--- src/rtl/fadd_s1.sv ---
// fadd_s1 -- alignment stage of the tensor-core fused multiply-add.
//
// Takes the multiplier's normalised product bundle and an FP22 addend. It
// resolves special operands, picks the larger-exponent operand as 'a', and
// right-aligns the other one ('b') with a sticky bit in bit 0. Results are
// registered through a two-entry skid buffer so ready_o comes from a flop.
//
// Ports
//   clk_i, rst_i         clock, synchronous active-high reset
//   valid_i / ready_o    input handshake (ready_o registered)
//   prod_*_i             product sign, exponent, fraction and special flags
//   addend_i             FP22 addend {sign, exp, frac}
//   rm_i                 rounding mode (3'b010 = RDN), passed through to rm_o
//   valid_o / ready_i    output handshake
//   a_sign_o, b_sign_o   signs of the large / small operand
//   exp_o                common (larger) exponent
//   a_sig_o, b_sig_o     unshifted large significand, aligned small significand
//   eff_sub_o            a_sign ^ b_sign
//   special_valid_o      special_result_o is the final result
//   special_result_o     special-case result
//   fflags_o             {NV, DZ, OF, UF, NX}
//
// Skid buffer states
//   state | meaning
//   EMPTY | no entry held, outputs invalid
//   ONE   | main register M holds the output entry
//   TWO   | M holds the output, skid register S holds the next entry

`ifndef TC_EXPWIDTH
`define TC_EXPWIDTH 8
`endif
`ifndef TC_PRECISION
`define TC_PRECISION 14
`endif

module fadd_s1 #(
   parameter int EXPWIDTH  = `TC_EXPWIDTH,
   parameter int PRECISION = `TC_PRECISION
) (
   input  logic                          clk_i,
   input  logic                          rst_i,
   input  logic                          valid_i,
   output logic                          ready_o,
   input  logic                          prod_sign_i,
   input  logic [EXPWIDTH-1:0]           prod_exp_i,
   input  logic [2*PRECISION-2:0]        prod_sig_i,
   input  logic                          prod_is_nan_i,
   input  logic                          prod_is_inf_i,
   input  logic                          prod_is_inv_i,
   input  logic                          prod_overflow_i,
   input  logic [EXPWIDTH+PRECISION-1:0] addend_i,
   input  logic [2:0]                    rm_i,
   output logic                          valid_o,
   input  logic                          ready_i,
   output logic                          a_sign_o,
   output logic                          b_sign_o,
   output logic [EXPWIDTH-1:0]           exp_o,
   output logic [2*PRECISION+2:0]        a_sig_o,
   output logic [2*PRECISION+2:0]        b_sig_o,
   output logic                          eff_sub_o,
   output logic                          special_valid_o,
   output logic [EXPWIDTH+PRECISION-1:0] special_result_o,
   output logic [4:0]                    fflags_o,
   output logic [2:0]                    rm_o
);

   localparam int AW = 2*PRECISION+3;
   localparam int FW = PRECISION-1;
   localparam int RW = EXPWIDTH+PRECISION;
   localparam logic [EXPWIDTH-1:0] AW_E = EXPWIDTH'(AW);
   localparam logic [2:0] RM_RDN = 3'b010;

   // ---------------------------------------------------------------- decode
   logic                c_sign;
   logic [EXPWIDTH-1:0] c_exp;
   logic [FW-1:0]       c_frac;
   logic                p_zero, c_zero, c_exp_max, c_nan, c_inf, p_inf;
   logic [AW-1:0]       p_sig, c_sig;

   assign c_sign    = addend_i[RW-1];
   assign c_exp     = addend_i[RW-2 -: EXPWIDTH];
   assign c_frac    = addend_i[FW-1:0];
   assign p_zero    = (prod_exp_i == '0);
   assign c_zero    = (c_exp == '0);
   assign c_exp_max = (c_exp == {EXPWIDTH{1'b1}});
   assign c_nan     = c_exp_max & (c_frac != '0);
   assign c_inf     = c_exp_max & (c_frac == '0);
   assign p_inf     = prod_is_inf_i | prod_overflow_i;

   // Zero exponents flush the whole significand, so a zero operand never
   // outranks a nonzero one in the exponent compare.
   assign p_sig = p_zero ? '0 : {1'b1, prod_sig_i, 3'b000};
   assign c_sig = c_zero ? '0 : {1'b1, c_frac, {PRECISION{1'b0}}, 3'b000};

   // ------------------------------------------------------------- alignment
   logic                prod_wins;
   logic                a_sign, b_sign;
   logic [EXPWIDTH-1:0] exp_a, exp_b, d;
   logic [AW-1:0]       a_sig, b_raw, b_lost, b_al;

   assign prod_wins = (prod_exp_i >= c_exp);
   assign a_sign    = prod_wins ? prod_sign_i : c_sign;
   assign b_sign    = prod_wins ? c_sign      : prod_sign_i;
   assign exp_a     = prod_wins ? prod_exp_i  : c_exp;
   assign exp_b     = prod_wins ? c_exp       : prod_exp_i;
   assign a_sig     = prod_wins ? p_sig       : c_sig;
   assign b_raw     = prod_wins ? c_sig       : p_sig;
   assign d         = exp_a - exp_b;

   always_comb begin
      b_lost = '0;
      b_al   = '0;
      if (d >= AW_E) begin
         b_al = {{(AW-1){1'b0}}, |b_raw};
      end else begin
         b_lost = b_raw & ~({AW{1'b1}} << d);
         b_al   = (b_raw >> d) | {{(AW-1){1'b0}}, |b_lost};
      end
   end

   // --------------------------------------------------------- special cases
   localparam logic [RW-1:0] QNAN = {1'b0, {EXPWIDTH{1'b1}}, 1'b1, {(FW-1){1'b0}}};

   logic          sp_valid;
   logic [RW-1:0] sp_result;
   logic [4:0]    sp_flags;
   logic          zero_sign;

   assign zero_sign = (rm_i == RM_RDN) ? (prod_sign_i | c_sign) : (prod_sign_i & c_sign);

   always_comb begin
      sp_valid  = 1'b0;
      sp_result = '0;
      sp_flags  = '0;
      if (prod_is_nan_i | c_nan) begin
         sp_valid    = 1'b1;
         sp_result   = QNAN;
         sp_flags[4] = prod_is_inv_i;
      end else if (p_inf & c_inf & (prod_sign_i ^ c_sign)) begin
         sp_valid    = 1'b1;
         sp_result   = QNAN;
         sp_flags[4] = 1'b1;
      end else if (p_inf | c_inf) begin
         sp_valid    = 1'b1;
         sp_result   = {(p_inf ? prod_sign_i : c_sign), {EXPWIDTH{1'b1}}, {FW{1'b0}}};
         sp_flags[2] = prod_overflow_i;
      end else if (p_zero & c_zero) begin
         sp_valid  = 1'b1;
         sp_result = {zero_sign, {(RW-1){1'b0}}};
      end
   end

   // ----------------------------------------------------------- skid buffer
   typedef struct packed {
      logic                a_sign;
      logic                b_sign;
      logic [EXPWIDTH-1:0] exp;
      logic [AW-1:0]       a_sig;
      logic [AW-1:0]       b_sig;
      logic                eff_sub;
      logic                sp_valid;
      logic [RW-1:0]       sp_result;
      logic [4:0]          flags;
      logic [2:0]          rm;
   } entry_t;

   typedef enum logic [1:0] {EMPTY = 2'd0, ONE = 2'd1, TWO = 2'd2} state_t;

   entry_t din, m_q, s_q;
   state_t state_q, state_d;
   logic   accept, drain, ld_m_new, ld_m_skid, ld_s;

   assign din = '{a_sign:    a_sign,
                  b_sign:    b_sign,
                  exp:       exp_a,
                  a_sig:     a_sig,
                  b_sig:     b_al,
                  eff_sub:   a_sign ^ b_sign,
                  sp_valid:  sp_valid,
                  sp_result: sp_result,
                  flags:     sp_flags,
                  rm:        rm_i};

   assign valid_o = (state_q != EMPTY);
   assign accept  = valid_i & ready_o;
   assign drain   = valid_o & ready_i;

   always_comb begin
      state_d   = state_q;
      ld_m_new  = 1'b0;
      ld_m_skid = 1'b0;
      ld_s      = 1'b0;
      case (state_q)
         EMPTY: begin
            if (accept) begin
               ld_m_new = 1'b1;
               state_d  = ONE;
            end
         end
         ONE: begin
            if (accept & drain) begin
               ld_m_new = 1'b1;
            end else if (accept) begin
               ld_s    = 1'b1;
               state_d = TWO;
            end else if (drain) begin
               state_d = EMPTY;
            end
         end
         TWO: begin
            if (drain) begin
               ld_m_skid = 1'b1;
               state_d   = ONE;
            end
         end
         default: state_d = EMPTY;
      endcase
   end

   always_ff @(posedge clk_i) begin
      if (rst_i) begin
         state_q <= EMPTY;
         ready_o <= 1'b1;
         m_q     <= '0;
         s_q     <= '0;
      end else begin
         state_q <= state_d;
         ready_o <= (state_d != TWO);
         if (ld_m_new) begin
            m_q <= din;
         end else if (ld_m_skid) begin
            m_q <= s_q;
         end
         if (ld_s) begin
            s_q <= din;
         end
      end
   end

   assign a_sign_o         = m_q.a_sign;
   assign b_sign_o         = m_q.b_sign;
   assign exp_o            = m_q.exp;
   assign a_sig_o          = m_q.a_sig;
   assign b_sig_o          = m_q.b_sig;
   assign eff_sub_o        = m_q.eff_sub;
   assign special_valid_o  = m_q.sp_valid;
   assign special_result_o = m_q.sp_result;
   assign fflags_o         = m_q.flags;
   assign rm_o             = m_q.rm;

endmodule
--- config.mk ---
export PLATFORM = sky130hd
export DESIGN_NAME = fadd_s1
export DESIGN_NICKNAME = d
export VERILOG_FILES = /design/src/rtl/fadd_s1.sv
export SDC_FILE = /design/constraint.sdc
export NUM_CORES = 1
export LEC_CHECK = 0
export BUFFER_PORTS_ARGS = -buffer_cell sky130_fd_sc_hd__buf_4
export CAP_MARGIN = 20
export CORE_MARGIN = 5
export CORE_UTILIZATION = 60
export CTS_BUF_LIST = sky130_fd_sc_hd__clkbuf_4
export CTS_CLUSTER_DIAMETER = 120
export DETAILED_ROUTE_END_ITERATION = 10
export PLACE_DENSITY = 0.85
export SLEW_MARGIN = 20
export SYNTH_ARGS = -nofsm -noshare
export SYNTH_HDL_FRONTEND = slang
export SYNTH_SLANG_ARGS = --single-unit
--- constraint.sdc ---
create_clock -name clk_i -period 9 [get_ports clk_i]
set_clock_uncertainty 0.1 [all_clocks]
set_input_delay 0.45 -clock clk_i [delete_from_list [all_inputs] [get_ports clk_i]]
set_output_delay 0.45 -clock clk_i [all_outputs]
set_load 0.005 [all_outputs]
=== Word level (Yosys, flattened, before mapping) ===
Cells that the tools add are included.

* Output and inout port bits: 106
* Word-level logic and storage cells: 98
* Input bits: 69
* Register bits after elaboration: 205

* Reductions and logical operators: 9
* Shift operators: 2
* Eq/ne operators: 5
* Bitwise gates (word level): 18
* Order comparisons: 2
* Mux-type cells: 39
* Add/subtract/negate cells: 1

{| class="wikitable"
|+ Operators by type and width
! cell !! number
|-
| two-way mux 104 bit || 2
|-
| two-way mux 31 bit || 5
|-
| two-way mux 22 bit || 4
|-
| OR reduction 31 bit || 2
|-
| bitwise AND 31 bit || 1
|-
| NOT 31 bit || 1
|-
| OR 31 x 1 -> 31 bit || 1
|-
| left shift 31 x 8 -> 31 bit, first input constant || 1
|-
| right shift 31 x 8 -> 31 bit || 1
|-
| two-way mux 1 bit || 19
|-
| logical NOT 8 bit || 2
|-
| two-way mux 8 bit || 2
|-
| logical NOT 13 bit || 1
|-
| nonzero test 13 bit || 1
|-
| two-way mux 2 bit || 5
|-
| bitwise AND 1 bit || 9
|-
| equality test 8 bit, second input constant || 1
|-
| >= comparator 8 x 5 -> 1 bit, second input constant || 1
|-
| >= comparator 8 bit || 1
|-
| subtractor 8 bit || 1
|-
| one-hot mux 2 bit (3 select lines) || 1
|-
| OR 1 bit || 4
|-
| nonzero test 2 bit || 2
|-
| equality test 3 x 2 -> 1 bit, second input constant || 1
|-
| 6 further kinds || 7
|}

=== Logic depth before layout (Yosys ltp) ===
* Depth in word-level cells: 10
* Depth in mapped cells: 23
* Depth with buffers taken out: 17

=== Worst setup path before layout ===
Ideal clock, no wire load.

* Kind: input port to flip-flop
* From: input port prod_exp_i[0]
* To: register m_q, in the netlist b_sig_o[12]
* Path buffers: 6
* Library setup time: 0.070 ns
* Slack: 3.801 ns
* Stages on the path: 19
* Data required time: 8.830 ns
* Data arrival time: 5.029 ns
* Cell sequence: inv_1 > ha_1 > nand2b_4 > a2111oi_4 > o21a_1 > clkbuf_1 > a21oi_1 > ha_1 > clkbuf_1 > buf_1 > clkbuf_1 > clkbuf_1 > clkbuf_1 > nor2_1 > a211oi_1 > a21oi_1 > a311oi_1 > nand2_1 > a21oi_1

* Longest elaborated chain between the ends: 7
* Elaborated cells on any way between the ends: 12
* Classes of those cells: 1 x add/sub; 2 x order compare; 1 x shift; 6 x mux; 1 x bitwise; 1 x reduce/logical

{| class="wikitable"
|+ Ends and longest elaborated chain
! element !! RTL line !! text
|-
| from (decl) || 45 || <nowiki>input logic [EXPWIDTH-1:0] prod_exp_i,</nowiki>
|-
| >= comparator 8 bit or logical NOT 8 bit (tied branches) || 101, 83 ||
|-
| two-way mux 8 bit, or another cell as far along || 104 || <nowiki>assign exp_a = prod_wins ? prod_exp_i : c_exp;</nowiki>
|-
| subtractor 8 bit or two-way mux 31 bit (tied branches) || 108, 107 ||
|-
| right shift 31 x 8 -> 31 bit || 117 || <nowiki>b_al = (b_raw >> d) | {{(AW-1){1'b0}}, |b_lost};</nowiki>
|-
| OR 31 x 1 -> 31 bit || 117 ||
|-
| two-way mux 31 bit (*) || 113 || <nowiki>if (d >= AW_E) begin</nowiki>
|-
| two-way mux 104 bit (*) || 229 || <nowiki>if (ld_m_new) begin</nowiki>
|-
| to (signal assigned) || 230 || <nowiki>m_q <= din;</nowiki>
|-
| to (signal assigned) || 232 || <nowiki>m_q <= s_q;</nowiki>
|-
| to (decl) || 169 || <nowiki>entry_t din, m_q, s_q;</nowiki>
|}

Every way passes the cells marked *; elsewhere a longest branch is shown, timed or not.
A chain may end at the register's enable or synchronous reset.

=== Worst setup path after layout ===
* From: input port prod_exp_i[0]
* To: register m_q, in the netlist b_sig_o[0]

* Longest elaborated chain between the ends: 10
* Elaborated cells on any way between the ends: 17
* Classes of those cells: 1 x add/sub; 2 x order compare; 2 x shift; 6 x mux; 3 x bitwise; 3 x reduce/logical

{| class="wikitable"
|+ Ends and longest elaborated chain
! element !! RTL line !! text
|-
| >= comparator 8 bit || 101 || <nowiki>assign prod_wins = (prod_exp_i >= c_exp);</nowiki>
|-
| two-way mux 8 bit (on tied branches) || 104, 105 ||
|-
| subtractor 8 bit || 108 || <nowiki>assign d = exp_a - exp_b;</nowiki>
|-
| left shift 31 x 8 -> 31 bit || 116 || <nowiki>b_lost = b_raw & ~({AW{1'b1}} << d);</nowiki>
|-
| NOT 31 bit || 116 ||
|-
| bitwise AND 31 bit || 116 ||
|-
| OR reduction 31 bit || 117 ||
|-
| OR 31 x 1 -> 31 bit || 117 ||
|-
| two-way mux 31 bit (*) || 113 ||
|-
| two-way mux 104 bit (*) || 229 ||
|}

Marked as above.

==> metrics.txt <==
part of the Yosys area used for sequential elements 0.318; Primary FF master, synth dfxtp_1; Layout Nets 1511; Worst Hold Launch prod_sig_i[0]; reported leakage power 4.36 nW; final period demand of the worst path 5880 ps; run status finished, final reports clean; sum of net half-perimeters after detailed placement 21.6 mm; share of post-route cells with drive strength above 1 0.177; highest achievable clock rate 170 MHz; number of top-level pins 175; total power 1.96 mW; filler cell count in the final layout 1446; type of the worst min-delay path in2reg; number of synthesized register bits 161; GRT Total Usage 0.314; routed via count 10700; synthesized-area fraction occupied by ao, oa, aoi and oai cells 0.262; die extent in x 140 µm; initial antenna violation count 1; dominant combinational cell family by area after synthesis compound AO/OA/AOI/OAI gates; Reg clk slew, reported paths 150 ps; root buffer selected by CTS clkbuf_4; number of global-route vias before repair ~9600; sort of element at the start of the critical path input pin; hold-critical path endpoint s_q[66]; area of the multi-input gates 6300 µm²; area post-placement approximately 11000 µm²; residual antenna-violating net count after detailed routing 0; die outline area 19600 µm²; Worst Path Max Fanout between 40 and 50; XOR/XNOR share of the synthesized area 0.0110; # Max-Cap Violations 0; remaining max-slew budget at the tightest pin 0.342; violation count after the first detailed-route iteration 1134; chip height 140 µm; design area 11500 µm²; P&R area growth vs syn 13.4%; Final Hold Vio Count 0; number of cells on the worst hold path 3; Warnings, synthesis 0; largest net degree at the start of global routing 97; post-CTS setup repair buffer count 0; synthesized instance count 1364; unrepaired setup endpoints after global routing no; TritonCTS clock tree done; number of pins with negative max-slew slack in the final report 0; number of enable-type register cells in the synthesized netlist 0; number of standard-cell rows in the floorplan 47; first-pass GRT wire length 51.1 mm; port bufs about 160; hold buffer count at CTS 3; final standard cell count with taps included and fillers excluded 1665; worst flop-to-flop path endpoint b_sig_o[5]; cell count after placement 1628; peak supply drop 0.115 mV; post-synthesis share of cell area spent on and, or, nand and nor gates 0.234; worst reg-to-reg setup slack 6450 ps; arrival time worst endpoint 6220 ps; kind of capture point of the worst setup path flip-flop; length of the first detailed-routing pass in iterations 6; startpoint of the worst-slack reg-to-reg timing path ready_o; Worst Tran Pin Value 986 ps; Critical Path RT 9340 ps; final weighted congestion in routability-driven placement 0.954; fraction of the mapped netlist area in adder cells 0.0136; final number of setup-violating endpoints 0; number of cells upsized or downsized after cts 0; storage element area approximately 3200 µm²; synth unique cells 70; Total Neg Setup Slack 0 ps; clock latency at the later pin of the worst-skew pair 590 ps; cell area power density 170 nW/µm²; worst setup path class in2reg; maximum root-to-sink buffer count 2; number of vias per cell 6.41; CTS H-tree depth 4; wire per inst 19.1 µm; # DRC 0; final cycle utilization of the critical path 0.654; CTS Buf Count 17; mux cell area share after synthesis 0.0874; GRT Residual Overflow 0; Std-Cell Core Area between 15000 and 20000 µm²; synthesized area 10100 µm²; Post-Route WL around 32 mm; average cell area after synthesis 7.44 µm²; logic depth of the worst register-to-register path 8; fraction of registers with async set or reset after synthesis 0; sinks on the clock net 161; starting density of the core 0.612
flip-flops by register name (all words and copies together), names as in the netlist:
| register | flops |
|---|---|
| eff_sub_o | 1 |
| b_sign_o | 1 |
| special_result_o | 3 |
| fflags_o | 2 |
| a_sig_o | 28 |
| special_valid_o | 1 |
| b_sig_o | 31 |
| s_q | 79 |
| state_q | 2 |
| ready_o | 1 |
| exp_o | 8 |
| rm_o | 3 |
| a_sign_o | 1 |
power breakdown:
part / total (mW) / internal, mW / leakage (nW) / switching, mW
Combinational: 0.733 / 0.276 / 2.89 / 0.458
Sequential: 0.774 / 0.750 / 1.31 / 0.0233
Clock: 0.450 / 0.172 / 0.155 / 0.278
Total: 1.96 / 1.20 / 4.36 / 0.759
metrics by stage:
stage,worst slack (ps),hold slack [ps],util
after global placement,2770,335,0.673
after floorplan,3800,325,-
final,3120,40.8,0.694
after CTS,3240,6.69,0.693
after global routing,2710,5.74,0.694
after detailed placement,2590,344,0.673
layout make-up:
class	instances	area share
clock buffer	18	0.0117
timing repair buffer	178	0.117
antenna	1	0.000218
tap	220	0.0239
sequential	161	0.280
clock inverter	14	0.0133
multi-input combinational	1054	0.547
inverter	19	0.00620
how the worst max path moves through the flow:
stage	from	endpoint	slack (ps)	depth (start not counted)
after CTS	prod_exp_i[0]	b_sig_o[28]	3240	18
after detailed placement	prod_exp_i[0]	b_sig_o[28]	2590	18
final	prod_exp_i[0]	b_sig_o[0]	3120	18
after global routing	prod_exp_i[0]	b_sig_o[28]	2710	18
after floorplan	prod_exp_i[0]	b_sig_o[12]	3800	19
after global placement	prod_exp_i[0]	b_sig_o[28]	2770	18
per-layer routing:
layer  vias up  GRT usage  part of all wire  wire length, µm
met4         0     0.0974             0.028              882
met2       535      0.494              0.46            14600
met5         -          0                 0                0
met1      5016      0.424              0.42            13200
li1       5038          -                 -                -
met3        81     0.0855             0.096             3060
critical path: stages:
cell and delay [ps]:
buf_4 90, inv_1 50, ha_1 280, buf_4 280, nand2b_4 210, a2111oi_4 610, o21a_1 590, a21oi_1 130
ha_1 260, a211oi_4 360, nor3_1 130, nor4_1 360, o22a_1 670, nand2_1 590, a22oi_1 350, a41oi_1 160
nor4_1 520, o22ai_1 130
kinds of logic (layout without fill, tap and decap cells):
family	count (synthesis)	in the layout
simple gates	551	551
compound gates	390	390
buf+inv	166	229
flops	161	161
mux	73	73
fa+ha+maj	11	11
xor+xnor	11	11
other cells	1	19
placed cells by master, fill, tap and decap left out, drive strengths merged, types with 5 or more instances in the layout:
master	count
xor2	5
o22ai	12
a21oi	122
o21ai	57
xnor2	6
a31oi	9
inv	24
nor2	112
and3	19
nor3	44
conb	18
a211oi	34
buf	174
o211ai	15
dfxtp	161
nand2	288
mux2	15
mux4	11
o31ai	6
a22oi	9
clkbuf	18
ha	11
a311oi	54
nor2b	8
mux2i	47
nor4	12
o21a	5
a221oi	29
nand2b	7
and2	5
nand3	43
clkinv	6
synth_stat cells (11+ instances only):
library cell / instances / area (µm²)
and3_1: 19 / 119
nand3_1: 43 / 215
o21ai_0: 51 / 255
mux2_2: 15 / 169
ha_1: 11 / 138
buf_2: 14 / 70.1
mux2i_1: 47 / 470
inv_1: 19 / 71.3
a221oi_1: 29 / 254
a311oi_1: 54 / 473
dfxtp_1: 161 / 3220
clkbuf_1: 97 / 364
a21oi_1: 122 / 611
o211ai_1: 15 / 113
mux4_2: 11 / 248
buf_4: 28 / 210
nor3_1: 42 / 210
nand2_1: 288 / 1080
nor4_1: 11 / 68.8
nor2_1: 112 / 420
o22ai_1: 12 / 75.1
a211oi_1: 33 / 248
No activity file was read; power rests on OpenSTA's default activity.
